### src/rtl/axi_rw_arbiter.sv
// axi_rw_arbiter: shares one AXI3 master port between icache (s0) and the
// uncached data bridge (s1); read and write paths arbitrate independently.
module axi_rw_arbiter #(
  parameter int ID_W      = 4,
  parameter int ADDR_W    = 32,
  parameter int DATA_W    = 32,
  parameter int FIXED_PRI = 0
) (
  input  logic                     aclk,
  input  logic                     aresetn,
  input  logic [2*ID_W-1:0]        s_arid,
  input  logic [2*ADDR_W-1:0]      s_araddr,
  input  logic [7:0]               s_arlen,
  input  logic [5:0]               s_arsize,
  input  logic [3:0]               s_arburst,
  input  logic [1:0]               s_arvalid,
  output logic [1:0]               s_arready,
  output logic [ID_W-1:0]          s_rid,
  output logic [DATA_W-1:0]        s_rdata,
  output logic [1:0]               s_rresp,
  output logic                     s_rlast,
  output logic [1:0]               s_rvalid,
  input  logic [1:0]               s_rready,
  input  logic [2*ID_W-1:0]        s_awid,
  input  logic [2*ADDR_W-1:0]      s_awaddr,
  input  logic [7:0]               s_awlen,
  input  logic [5:0]               s_awsize,
  input  logic [3:0]               s_awburst,
  input  logic [1:0]               s_awvalid,
  output logic [1:0]               s_awready,
  input  logic [2*ID_W-1:0]        s_wid,
  input  logic [2*DATA_W-1:0]      s_wdata,
  input  logic [2*(DATA_W/8)-1:0]  s_wstrb,
  input  logic [1:0]               s_wlast,
  input  logic [1:0]               s_wvalid,
  output logic [1:0]               s_wready,
  output logic [ID_W-1:0]          s_bid,
  output logic [1:0]               s_bresp,
  output logic [1:0]               s_bvalid,
  input  logic [1:0]               s_bready,
  output logic [ID_W-1:0]          m_arid,
  output logic [ADDR_W-1:0]        m_araddr,
  output logic [3:0]               m_arlen,
  output logic [2:0]               m_arsize,
  output logic [1:0]               m_arburst,
  output logic                     m_arvalid,
  input  logic                     m_arready,
  input  logic [ID_W-1:0]          m_rid,
  input  logic [DATA_W-1:0]        m_rdata,
  input  logic [1:0]               m_rresp,
  input  logic                     m_rlast,
  input  logic                     m_rvalid,
  output logic                     m_rready,
  output logic [ID_W-1:0]          m_awid,
  output logic [ADDR_W-1:0]        m_awaddr,
  output logic [3:0]               m_awlen,
  output logic [2:0]               m_awsize,
  output logic [1:0]               m_awburst,
  output logic                     m_awvalid,
  input  logic                     m_awready,
  output logic [ID_W-1:0]          m_wid,
  output logic [DATA_W-1:0]        m_wdata,
  output logic [DATA_W/8-1:0]      m_wstrb,
  output logic                     m_wlast,
  output logic                     m_wvalid,
  input  logic                     m_wready,
  input  logic [ID_W-1:0]          m_bid,
  input  logic [1:0]               m_bresp,
  input  logic                     m_bvalid,
  output logic                     m_bready
);

  localparam int SW = DATA_W / 8;

  localparam logic [1:0] R_IDLE = 2'd0;
  localparam logic [1:0] R_ADDR = 2'd1;
  localparam logic [1:0] R_DATA = 2'd2;

  localparam logic [1:0] W_IDLE = 2'd0;
  localparam logic [1:0] W_ACT  = 2'd1;
  localparam logic [1:0] W_RESP = 2'd2;

  logic [1:0] r_rd_state;
  logic [1:0] r_wr_state;
  logic       r_rgnt;
  logic       r_wgnt;
  logic       r_rd_last;
  logic       r_wr_last;
  logic       r_aw_done;
  logic       r_w_done;

  logic       w_rwin;
  logic       w_wwin;
  logic       w_s_wvalid;
  logic       w_aw_set;
  logic       w_w_set;

  // Tie goes to the slave not served last, unless data has fixed priority
  function automatic logic pick(input logic [1:0] req, input logic last);
    logic win;
    unique case (req)
      2'b01:   win = 1'b0;
      2'b10:   win = 1'b1;
      default: win = (FIXED_PRI != 0) ? 1'b1 : ~last;
    endcase
    return win;
  endfunction

  assign w_rwin = pick(s_arvalid, r_rd_last);
  assign w_wwin = pick(s_awvalid, r_wr_last);

  assign m_arid    = r_rgnt ? s_arid[2*ID_W-1:ID_W]       : s_arid[ID_W-1:0];
  assign m_araddr  = r_rgnt ? s_araddr[2*ADDR_W-1:ADDR_W] : s_araddr[ADDR_W-1:0];
  assign m_arlen   = r_rgnt ? s_arlen[7:4]   : s_arlen[3:0];
  assign m_arsize  = r_rgnt ? s_arsize[5:3]  : s_arsize[2:0];
  assign m_arburst = r_rgnt ? s_arburst[3:2] : s_arburst[1:0];

  assign s_rid   = m_rid;
  assign s_rdata = m_rdata;
  assign s_rresp = m_rresp;
  assign s_rlast = m_rlast;

  assign m_awid    = r_wgnt ? s_awid[2*ID_W-1:ID_W]       : s_awid[ID_W-1:0];
  assign m_awaddr  = r_wgnt ? s_awaddr[2*ADDR_W-1:ADDR_W] : s_awaddr[ADDR_W-1:0];
  assign m_awlen   = r_wgnt ? s_awlen[7:4]   : s_awlen[3:0];
  assign m_awsize  = r_wgnt ? s_awsize[5:3]  : s_awsize[2:0];
  assign m_awburst = r_wgnt ? s_awburst[3:2] : s_awburst[1:0];

  assign m_wid   = r_wgnt ? s_wid[2*ID_W-1:ID_W]       : s_wid[ID_W-1:0];
  assign m_wdata = r_wgnt ? s_wdata[2*DATA_W-1:DATA_W] : s_wdata[DATA_W-1:0];
  assign m_wstrb = r_wgnt ? s_wstrb[2*SW-1:SW]         : s_wstrb[SW-1:0];
  assign m_wlast = r_wgnt ? s_wlast[1] : s_wlast[0];

  assign w_s_wvalid = r_wgnt ? s_wvalid[1] : s_wvalid[0];

  assign s_bid   = m_bid;
  assign s_bresp = m_bresp;

  always_comb begin
    m_arvalid = 1'b0;
    m_rready  = 1'b0;
    s_arready = 2'b00;
    s_rvalid  = 2'b00;
    unique case (r_rd_state)
      R_ADDR: begin
        m_arvalid         = 1'b1;
        s_arready[r_rgnt] = m_arready;
      end
      R_DATA: begin
        s_rvalid[r_rgnt] = m_rvalid;
        m_rready         = s_rready[r_rgnt];
      end
      default: ;
    endcase
  end

  always_ff @(posedge aclk or negedge aresetn) begin
    if (!aresetn) begin
      r_rd_state <= R_IDLE;
      r_rgnt     <= 1'b0;
      r_rd_last  <= 1'b1;
    end else begin
      unique case (r_rd_state)
        R_IDLE: if (|s_arvalid) begin
          r_rgnt     <= w_rwin;
          r_rd_state <= R_ADDR;
        end
        R_ADDR: if (m_arready) r_rd_state <= R_DATA;
        R_DATA: if (m_rvalid && m_rready && m_rlast) begin
          r_rd_state <= R_IDLE;
          r_rd_last  <= r_rgnt;
        end
        default: r_rd_state <= R_IDLE;
      endcase
    end
  end

  always_comb begin
    m_awvalid = 1'b0;
    m_wvalid  = 1'b0;
    m_bready  = 1'b0;
    s_awready = 2'b00;
    s_wready  = 2'b00;
    s_bvalid  = 2'b00;
    unique case (r_wr_state)
      W_ACT: begin
        m_awvalid         = ~r_aw_done;
        m_wvalid          = w_s_wvalid & ~r_w_done;
        s_awready[r_wgnt] = m_awready & ~r_aw_done;
        s_wready[r_wgnt]  = m_wready & ~r_w_done;
      end
      W_RESP: begin
        s_bvalid[r_wgnt] = m_bvalid;
        m_bready         = s_bready[r_wgnt];
      end
      default: ;
    endcase
  end

  // AW and the last W beat may finish in either order or together
  assign w_aw_set = r_aw_done | (m_awvalid & m_awready);
  assign w_w_set  = r_w_done | (m_wvalid & m_wready & m_wlast);

  always_ff @(posedge aclk or negedge aresetn) begin
    if (!aresetn) begin
      r_wr_state <= W_IDLE;
      r_wgnt     <= 1'b0;
      r_wr_last  <= 1'b1;
      r_aw_done  <= 1'b0;
      r_w_done   <= 1'b0;
    end else begin
      unique case (r_wr_state)
        W_IDLE: if (|s_awvalid) begin
          r_wgnt     <= w_wwin;
          r_aw_done  <= 1'b0;
          r_w_done   <= 1'b0;
          r_wr_state <= W_ACT;
        end
        W_ACT: begin
          r_aw_done <= w_aw_set;
          r_w_done  <= w_w_set;
          if (w_aw_set && w_w_set) r_wr_state <= W_RESP;
        end
        W_RESP: if (m_bvalid && m_bready) begin
          r_wr_state <= W_IDLE;
          r_wr_last  <= r_wgnt;
        end
        default: r_wr_state <= W_IDLE;
      endcase
    end
  end

endmodule
### config.mk
export PLATFORM = sky130hd
export DESIGN_NAME = axi_rw_arbiter
export DESIGN_NICKNAME = d
export VERILOG_FILES = /design/src/rtl/axi_rw_arbiter.sv
export SDC_FILE = /design/constraint.sdc
export NUM_CORES = 1
export LEC_CHECK = 0
export ABC_AREA = 0
export CAP_MARGIN = 40
export CORE_AREA = 2 2 202 204
export CTS_CLUSTER_DIAMETER = 30
export DETAILED_ROUTE_END_ITERATION = 10
export DIE_AREA = 0 0 204 206
export PLACE_DENSITY = 0.37
export SETUP_SLACK_MARGIN = 0.4
export SYNTH_ARGS = -nofsm -noshare
export SYNTH_HDL_FRONTEND = slang
export SYNTH_SLANG_ARGS = --single-unit
### constraint.sdc
create_clock -name aclk -period 3.5 [get_ports aclk]
set_input_delay 0.7 -clock aclk [delete_from_list [all_inputs] [get_ports aclk]]
set_output_delay 0.7 -clock aclk [all_outputs]
set_load 0.005 [all_outputs]
==> results of run 1 <==
report_power, final:
| part | internal (mW) | switching, mW | total (mW) | leakage (nW) |
|---|---|---|---|---|
| registers | 0.179 | 0.204 | 0.383 | 0.116 |
| logic | 1.73 | 0.785 | 2.52 | 2.44 |
| clock network | 0.172 | 0.0534 | 0.225 | 0.0442 |
| total | 2.09 | 1.04 | 3.13 | 2.60 |
cell families (layout without fill, tap and decap cells):
logic type               after synthesis  in the layout  synth area share (%)
buffers and inverters                 70            443                  18.4
AO/OA/AOI/OAI                         14             14                  4.11
adder cells (fa/ha/maj)                4              4                  1.89
flip-flops                            10             10                  9.53
AND/OR/NAND/NOR                       39             39                  8.73
other                                  0              1                     0
multiplexers                         135            135                  57.3
cell type report:
class / instances / area, um^2 / area share (%)
sequential: 10 / 260 / 3.58
clock buffer: 4 / 88.8 / 1.22
multi-input combinational: 192 / 1910 / 26.3
timing repair buffer: 432 / 4320 / 59.4
antenna: 1 / 2.50 / 0.0344
inverter: 7 / 26.3 / 0.361
tap: 532 / 666 / 9.15
path summary, 6_finish.rpt:
path | startpoint | to | depth (start not counted)
min in group asynchronous | aresetn | r_rd_state[1]$_DFFE_PN0P_ | 1
min | r_aw_done$_DFFE_PN0P_ | r_aw_done$_DFFE_PN0P_ | 2
min reg2reg | r_aw_done$_DFFE_PN0P_ | r_aw_done$_DFFE_PN0P_ | 2
max | r_wgnt$_DFFE_PN0P_ | m_wdata[4] | 3
max reg2reg | r_rgnt$_DFFE_PN0P_ | r_rd_last$_DFFE_PN1P_ | 4
max in group asynchronous | aresetn | r_rgnt$_DFFE_PN0P_ | 1
sequential cells by signal, summed over array words and instances, names as in the netlist:
name and count:
r_rd_state 2, r_rgnt 1, r_wgnt 1, r_wr_last 1
r_wr_state 2, r_rd_last 1, r_w_done 1, r_aw_done 1
placed cells by master, fill, tap and decap left out, types with 2 or more instances in the layout:
master	netlist	layout
ha_1	4	4
mux2_2	131	131
clkbuf_16	0	3
nor3_1	4	4
nor2b_1	3	3
dfrtp_4	0	2
a21oi_1	7	7
dfrtp_1	8	6
and3_1	3	3
dfstp_2	2	2
clkdlybuf4s50_1	0	426
nand2b_1	2	2
nor2_1	12	12
buf_4	46	5
inv_1	7	7
nor3b_1	4	4
mux2i_1	3	3
nand2_1	5	5
worst reg2reg max path, stage by stage, from the launching register on:
cell     delay, ns
dfrtp_4       0.72
buf_4         0.31
mux2i_1       0.13
nor3_2        0.27
mux2_4        0.33
per-layer routing:
metal,track usage (%),vias to the layer above
met3,2.81,8
met1,8.79,1576
met2,12.9,212
met4,0.673,0
met5,0,-
li1,-,1677
per-stage QoR:
| step | worst slack [ns] | power, mW | util, % | std cells | cell area (um^2) |
|---|---|---|---|---|---|
| after detailed placement | 0.518 | 2.96 | 17.9 | 1173 | 7180 |
| final | 0.531 | 3.13 | 18.1 | 1178 | 7280 |
| after global placement | 0.477 | 2.99 | 17.9 | 1173 | 7180 |
| after floorplan | 1.75 | 1.47 | - | 272 | 2650 |
| after CTS | 0.471 | 3.22 | 18.1 | 1177 | 7270 |
| after global routing | 0.439 | 3.37 | 18.1 | 1177 | 7270 |
timing repair:
| item | in CTS | in global routing |
|---|---|---|
| endpoints found under the hold margin | 0 | 0 |
| resized for setup | 0 | 1 |
| endpoints found under the setup margin | 0 | 1 |
==> impl_metrics.tcl, run 1 <==
set metrics [dict create \
    antenna_found_initial 1 \
    synth_area_leaders "mux2_2 (56%), buf_4 (13%), dfrtp_1 (7.6%)" \
    synth_commonest_cells "mux2_2 (131), buf_4 (46), buf_2 (12), nor2_1 (12), dfrtp_1 (8)" \
    ir_drop_mv 0.130 \
    cts_hold_buf 0 \
    area_delta_synth_final_pct 174 \
    ant_nets 0 \
    setup_viol 0 \
    nNetsFinal 974 \
    root_buffer "clkbuf_16" \
    clockBufferDepth 2 \
    p_per_area_nw_per_um2 430 \
    grt_pass1_wl_um 23100 \
    required_ns 2.80 \
    io_buffers 426 \
    grt_setup_unrepaired "false" \
    synth_cell_types 31 \
    htreeDepth 1 \
    max_freq_mhz 337 \
    synth_flop_cell "dfrtp_1" \
    syn_inst 272 \
    drc_errors 0 \
    cellLeakagePower_nw 2.60 \
    coreArea_um2 40200 \
    fin_crit_ns 2.97 \
    wl_per_cell_um 14.6 \
    slew_headroom_pct 63.6 \
    critPathKind "register to output pin" \
    gp_congestion 0.690 \
    cp_top_family "buffers and inverters" \
    insertion_delay_ns 0.23 \
    slowest_stage "dfrtp_4" \
    cp.buffers_inverters 2 \
    cts_setup_buffers 0 \
    worstSetupEndpointType "output pin" \
    drtIter0Drc 69 \
    grt_usage_pct 7.34 \
    fin_crit_sh_pct 84.8 \
    dr_wl_met2_um 8600 \
    via_per_inst 2.95 \
    yosys_warnings 0 \
    path_clk_slew_ns 0.04 \
    dr_total_vias 3473 \
    worst-path-max-fanout 36 \
    ys_seq_area_share_pct 9.53 \
    synth_edf_count 0 \
    yosysMostFrequentCell "mux2_2" \
    drv_cap 0 \
    cts_buffers 3 \
    whs_ns 0.519 \
    postSynthAreaPerCell_um2 9.75 \
    netlist_area_um2 2650 \
    worst_slew_pin_slew_ns 0.545 \
    cts_tree "done" \
    cp-start-kind "register" \
    drive_above_1_share_pct 23.4 \
    chipWidth_um 204 \
    highest_layer "met4" \
    synth_fp_nets 600 \
    wl_um 17100 \
    dieArea_um2 42000 \
    yosysTopAreaCell "mux2_2" \
    hpwl_um 15200 \
    fp.dieH_um 206 \
    start_util_pct 6.60 \
    crit_arrival_ns 2.27 \
    grt_pass1_vias 3580 \
    rows 74 \
    report.final.slew_viol_count 0 \
    fill_cells 4482 \
    cpPeakStageDelay_ns 0.74 \
    fin_setup_tns_ns 0 \
    grt_overflow 0 \
    synth_top_area_share_pct 55.6 \
    status "finished, final reports clean" \
    ioPinCount 515 \
    synthArstFlopShare_pct 100 \
    path_cells "buf_4, mux2_2, clkdlybuf4s50_1" \
    cts.sinks 10 \
    wl_met3_um 1870 \
    m1WireLength_um 6600 \
    drtPass1Iterations 4 \
    hold_violations 0 \
    reg2reg_slack_ns 1.68 \
    synth_seq_cells 10 \
    fin_skew_ns 0.000588 \
    grt_max_degree 37 \
    hold_path_class "register to register" \
]
(Power assumes the default switching activity.)
==> run 2: changes to the inputs <==
--- a/config.mk
+++ b/config.mk
@@ -7,11 +7,11 @@
 export LEC_CHECK = 0
 export ABC_AREA = 0
 export CAP_MARGIN = 40
-export CORE_AREA = 2 2 202 204
+export CORE_AREA = 2 2 200 202
 export CTS_CLUSTER_DIAMETER = 30
 export DETAILED_ROUTE_END_ITERATION = 10
-export DIE_AREA = 0 0 204 206
-export PLACE_DENSITY = 0.37
+export DIE_AREA = 0 0 202 204
+export PLACE_DENSITY = 0.38
 export SETUP_SLACK_MARGIN = 0.4
 export SYNTH_ARGS = -nofsm -noshare
 export SYNTH_HDL_FRONTEND = slang
==> constraint.sdc (replaced) <==
create_clock -name aclk -period 3 [get_ports aclk]
set_input_delay 0.6 -clock aclk [delete_from_list [all_inputs] [get_ports aclk]]
set_output_delay 0.6 -clock aclk [all_outputs]
set_load 0.005 [all_outputs]
==> impl_metrics.tcl, run 2 (same netlist as run 1, synthesis figures left out) <==
set metrics [dict create \
    wl_per_cell_um 14.2 \
    insertion_delay_ns 0.24 \
    hold_path_class "register to register" \
    combPwrFrac_pct 84.0 \
    drive_above_1_share_pct 24.5 \
    nNetsFinal 979 \
    final_cell_mix "clkdlybuf4s50_1 (423), mux2_2 (131), nor2_1 (12), inv_1 (7), a21oi_1 (7)" \
    clock_power_share_pct 7.2 \
    rows 73 \
    drtPass1Iterations 4 \
    required_ns 2.40 \
    dieArea_um2 41200 \
    num_antenna_cells 0 \
    htreeDepth 1 \
    root_buffer "clkbuf_16" \
    status "finished, final reports clean" \
    path_clk_slew_ns 0.05 \
    p_per_area_nw_per_um2 512 \
    switching_power_mw 1.24 \
    chipWidth_um 202 \
    fin_crit_ns 2.52 \
    dp_cells 1169 \
    hpwl_um 14600 \
    drtIter0Drc 73 \
    drv_cap 0 \
    cts_tree "done" \
    ioPinCount 515 \
    cellLeakagePower_nw 2.66 \
    crit_arrival_ns 1.92 \
    grt_pass1_wl_um 23100 \
    setup_viol 0 \
    fin_setup_tns_ns 0 \
    m1WireLength_um 6480 \
    slew_headroom_pct 61.2 \
    layout.cells.non_filler 1175 \
    coreArea_um2 39200 \
    grt_max_degree 45 \
    dr_total_vias 3498 \
    antenna_found_initial 0 \
    clockBufferDepth 2 \
    grt_usage_pct 7.42 \
    cp-start-kind "primary input" \
    layout_commonest_cell "clkdlybuf4s50_1" \
    fin_crit_sh_pct 84.0 \
    fin_skew_ns 0.000596 \
    highest_layer "met4" \
    grt_setup_unrepaired "false" \
    gp_congestion 0.702 \
    wl_met3_um 1680 \
    fp.dieH_um 204 \
    largestRegisters "r_rd_state x2, r_wr_state x2" \
    cts_buffers 3 \
    report.final.slew_viol_count 0 \
    drc_errors 0 \
    critPathKind "primary input to output pin" \
    grt_overflow 0 \
    fill_cells 4299 \
    whs_ns 0.548 \
    worst_slew_pin_slew_ns 0.581 \
    io_buffers 426 \
    max_freq_mhz 397 \
    start_util_pct 6.77 \
    worstSetupEndpointType "output pin" \
    ant_nets 0 \
    grt_pass1_vias 3657 \
    ir_drop_mv 0.169 \
    seqPwrFrac_pct 8.8 \
    cts.sinks 10 \
    hold_violations 0 \
    area_delta_synth_final_pct 177 \
    worst-path-max-fanout 3 \
    sw_frac_of_total_pct 33.0 \
    power.internal_mw 2.53 \
    wl_um 16700 \
    dr_wl_met2_um 8510 \
    via_per_inst 2.98 \
]
run 2: cell count changes in the layout (fill, tap and decap cells not counted), sizes merged:
cell           before  now
diode               1    0
buf                 6   11
dlygate4sd2         0    3
clkdlybuf4s50     426  423
run 2: what timing repair did:
item / 4_1_cts / 5_1_grt
gates cloned: 0 / 0
pin swaps: 1 / 0
hold buffers: 0 / 0
endpoints found under the hold margin: 0 / 0
gates resized for setup: 5 / 1
setup endpoints to repair: 68 / 1
buffers inserted: 2 / 0
run 2: power groups by stage:
stage / Clock [mW] / Combinational, mW / Sequential, mW
detailed placement: 0 / 3.10 / 0.391
CTS: 0.279 / 3.25 / 0.339
global placement: 0 / 3.14 / 0.393
finish: 0.270 / 3.17 / 0.333
global route: 0.284 / 3.40 / 0.351
floorplan: 0 / 1.48 / 0.243
run 2: cell type report:
type | count | area (um^2) | share of cell area [%]
timing repair buffer | 437 | 4400 | 59.8
tap | 525 | 657 | 8.93
inverter | 7 | 26.3 | 0.357
multi-input combinational | 192 | 1930 | 26.2
sequential | 10 | 258 | 3.50
clock buffer | 4 | 88.8 | 1.21
run 2: final timing paths:
kind	start	end	slack (ns)	cells after the start
worst max-delay path	m_rvalid	s_rvalid[0]	0.48	3
worst min-delay path	r_aw_done$_DFFE_PN0P_	r_aw_done$_DFFE_PN0P_	0.55	2
worst max register to register	r_rgnt$_DFFE_PN0P_	r_rd_last$_DFFE_PN1P_	1.23	5
worst min register to register	r_aw_done$_DFFE_PN0P_	r_aw_done$_DFFE_PN0P_	0.55	2
max in group asynchronous	aresetn	r_wgnt$_DFFE_PN0P_	1.83	1
min in group asynchronous	aresetn	r_w_done$_DFFE_PN0P_	0.73	1
run 2: metal layers:
layer  up-vias  track usage (%)
li1       1686                -
met1      1594             8.59
met2       208             13.4
met3        10             2.79
met4         0            0.788
met5         -                0
run 2: worst max-delay path, cell delays in order:
cell and delay, ns:
clkdlybuf4s50_1 0.55, nor3b_2 0.22, clkdlybuf4s50_1 0.55
run 2: metrics by stage:
stage	total power [mW]	setup WS [ns]	instance area, um^2	utilization, %
after floorplan	1.72	1.35	2650	-
after global placement	3.53	0.274	7220	18.4
after detailed placement	3.49	0.260	7220	18.4
after CTS	3.86	0.423	7350	18.8
after global routing	4.03	0.411	7360	18.8
final	3.77	0.480	7360	18.8
==> run 3: changes to the inputs <==
--- a/config.mk
+++ b/config.mk
@@ -7,11 +7,11 @@
 export LEC_CHECK = 0
 export ABC_AREA = 0
 export CAP_MARGIN = 40
-export CORE_AREA = 2 2 200 202
+export CORE_AREA = 2 2 198 200
 export CTS_CLUSTER_DIAMETER = 30
 export DETAILED_ROUTE_END_ITERATION = 10
-export DIE_AREA = 0 0 202 204
-export PLACE_DENSITY = 0.38
+export DIE_AREA = 0 0 200 202
+export PLACE_DENSITY = 0.39
 export SETUP_SLACK_MARGIN = 0.4
 export SYNTH_ARGS = -nofsm -noshare
 export SYNTH_HDL_FRONTEND = slang
==> constraint.sdc (replaced) <==
create_clock -name aclk -period 2.1 [get_ports aclk]
set_input_delay 0.42 -clock aclk [delete_from_list [all_inputs] [get_ports aclk]]
set_output_delay 0.42 -clock aclk [all_outputs]
set_load 0.005 [all_outputs]
==> impl_metrics.tcl, run 3 (same netlist as run 1, synthesis figures left out) <==
set metrics [dict create \
    status "finished, violations left" \
    violations "setup timing" \
    hpwl_um 15200 \
    drc_errors 0 \
    dpl_cell_area_um2 7380 \
    cts.sinks 10 \
    report.final.slew_viol_count 0 \
    reg2reg_from "r_rgnt$_DFFE_PN0P_" \
    reg2reg_to "r_rd_last$_DFFE_PN1P_" \
    layout_commonest_cell "clkdlybuf4s50_1" \
    pre_cts_ws_ns -0.283 \
    io_buffers 426 \
    fin_skew_ns 0.000559 \
    r2r_cells 7 \
    finalPower_mw 8.15 \
    antenna_found_initial 2 \
    gp_congestion 0.720 \
    utilization_pct 23.0 \
    fin_crit_sh_pct 101 \
    start_util_pct 6.92 \
    cts_hold_buf 0 \
    multi_input_area_um2 2340 \
    setup_viol 7 \
    final_cell_mix "clkdlybuf4s50_1 (277), buf_6 (135), mux2_4 (85), mux2_2 (47), buf_2 (33)" \
    critPathKind "register to output pin" \
    drive_above_1_share_pct 54.1 \
    wl_um 19300 \
    path_clk_slew_ns 0.04 \
    cts_buffers 3 \
    insertion_delay_ns 0.24 \
    hold_path_class "register to register" \
    wl_per_cell_um 15.6 \
    cts_tree "done" \
    clockBufferDepth 2 \
    largestRegisters "r_rd_state x2, r_wr_state x2" \
    drv_cap 0 \
    slew_headroom_pct 60.1 \
    fin_crit_ns 2.12 \
    postLayoutCellArea_um2 8820 \
    rows 72 \
    fin_setup_tns_ns -0.0718 \
    register_area_um2 258 \
    cp-start-kind "register" \
    grt_max_degree 15 \
    fp.dieH_um 202 \
    cellLeakagePower_nw 3.88 \
    ir_drop_mv 0.340 \
    required_ns 1.68 \
    ioPinCount 515 \
    worst_slew_pin_slew_ns 0.597 \
    grt_overflow 0 \
    dr_total_vias 3852 \
    htreeDepth 1 \
    dieArea_um2 40400 \
    drtPass1Iterations 4 \
    grt_setup_unrepaired "true" \
    grt_pass1_vias 3940 \
    chipWidth_um 200 \
    worst-path-max-fanout 5 \
    hold_violations 0 \
    num_antenna_cells 0 \
    via_per_inst 3.10 \
    ant_nets 0 \
    nNetsFinal 1055 \
    fill_cells 4134 \
    crit_arrival_ns 1.70 \
    max_freq_mhz 471 \
    coreArea_um2 38300 \
    p_per_area_nw_per_um2 924 \
    worstSetupEndpointType "output pin" \
    worst_slack_ns -0.0242 \
    reg2reg_slack_ns 0.44 \
    drtIter0Drc 69 \
    root_buffer "clkbuf_16" \
    grt_pass1_wl_um 25100 \
    grt_usage_pct 8.41 \
    crit_end "m_wid[1]" \
    cp-startpoint "r_wgnt$_DFFE_PN0P_" \
    area_delta_synth_final_pct 233 \
]
==> run 3: report_power, final <==
| part | leakage (nW) | total, mW | internal [mW] | switching, mW |
|---|---|---|---|---|
| combinational | 3.72 | 7.38 | 4.96 | 2.41 |
| sequential | 0.116 | 0.393 | 0.298 | 0.0955 |
| clock | 0.0442 | 0.383 | 0.287 | 0.0962 |
| total | 3.88 | 8.15 | 5.55 | 2.60 |
==> run 3: metal layers <==
layer | part of all wire, % | up-vias | wire [um] | global-route usage, %
met5 | 0.062 | - | 12 | 0
met4 | 0.25 | 2 | 48 | 0.556
li1 | - | 1845 | - | -
met3 | 9.4 | 6 | 1820 | 2.89
met1 | 41 | 1775 | 7910 | 10.4
met2 | 49 | 224 | 9560 | 14.6
==> run 3: timing repair <==
item	4_1_cts	5_1_grt
buffers inserted	39	8
resized for setup	646	197
cloned	9	4
endpoints found under the setup margin	147	145
pin swaps	8	7
==> run 3: how the worst min path moves through the flow <==
stage	start	endpoint	cells past startpoint	slack, ns
after global placement	r_aw_done$_DFFE_PN0P_	r_aw_done$_DFFE_PN0P_	2	0.51
after detailed placement	r_aw_done$_DFFE_PN0P_	r_aw_done$_DFFE_PN0P_	2	0.53
final	r_wr_last$_DFFE_PN1P_	r_wr_last$_DFFE_PN1P_	2	0.55
after floorplan	aresetn	r_aw_done$_DFFE_PN0P_	0	0.12
after global routing	r_wr_last$_DFFE_PN1P_	r_wr_last$_DFFE_PN1P_	2	0.58
after CTS	r_wr_last$_DFFE_PN1P_	r_wr_last$_DFFE_PN1P_	2	0.55
==> run 3: cell type report <==
type	instances	share of cell area, %
multi-input cells	192	26.6
repair buffers	513	61.9
well taps	518	7.35
flip-flops and latches	10	2.92
clock buffers	4	1.01
inverters	7	0.298
==> run 3: critical path: stages (launching register included) <==
cell and delay (ns):
dfrtp_4 0.51, buf_12 0.15, buf_12 0.14, buf_16 0.13
buf_6 0.11, mux2_4 0.29, buf_6 0.12
==> run 3: through the flow <==
| stage | hold WS (ns) | instances |
|---|---|---|
| 2_1_floorplan | 0.124 | 272 |
| 3_3_place_gp | 0.514 | 1180 |
| 3_5_place_dp | 0.526 | 1180 |
| 4_1_cts | 0.552 | 1232 |
| 5_1_grt | 0.577 | 1244 |
| 6_report | 0.545 | 1244 |
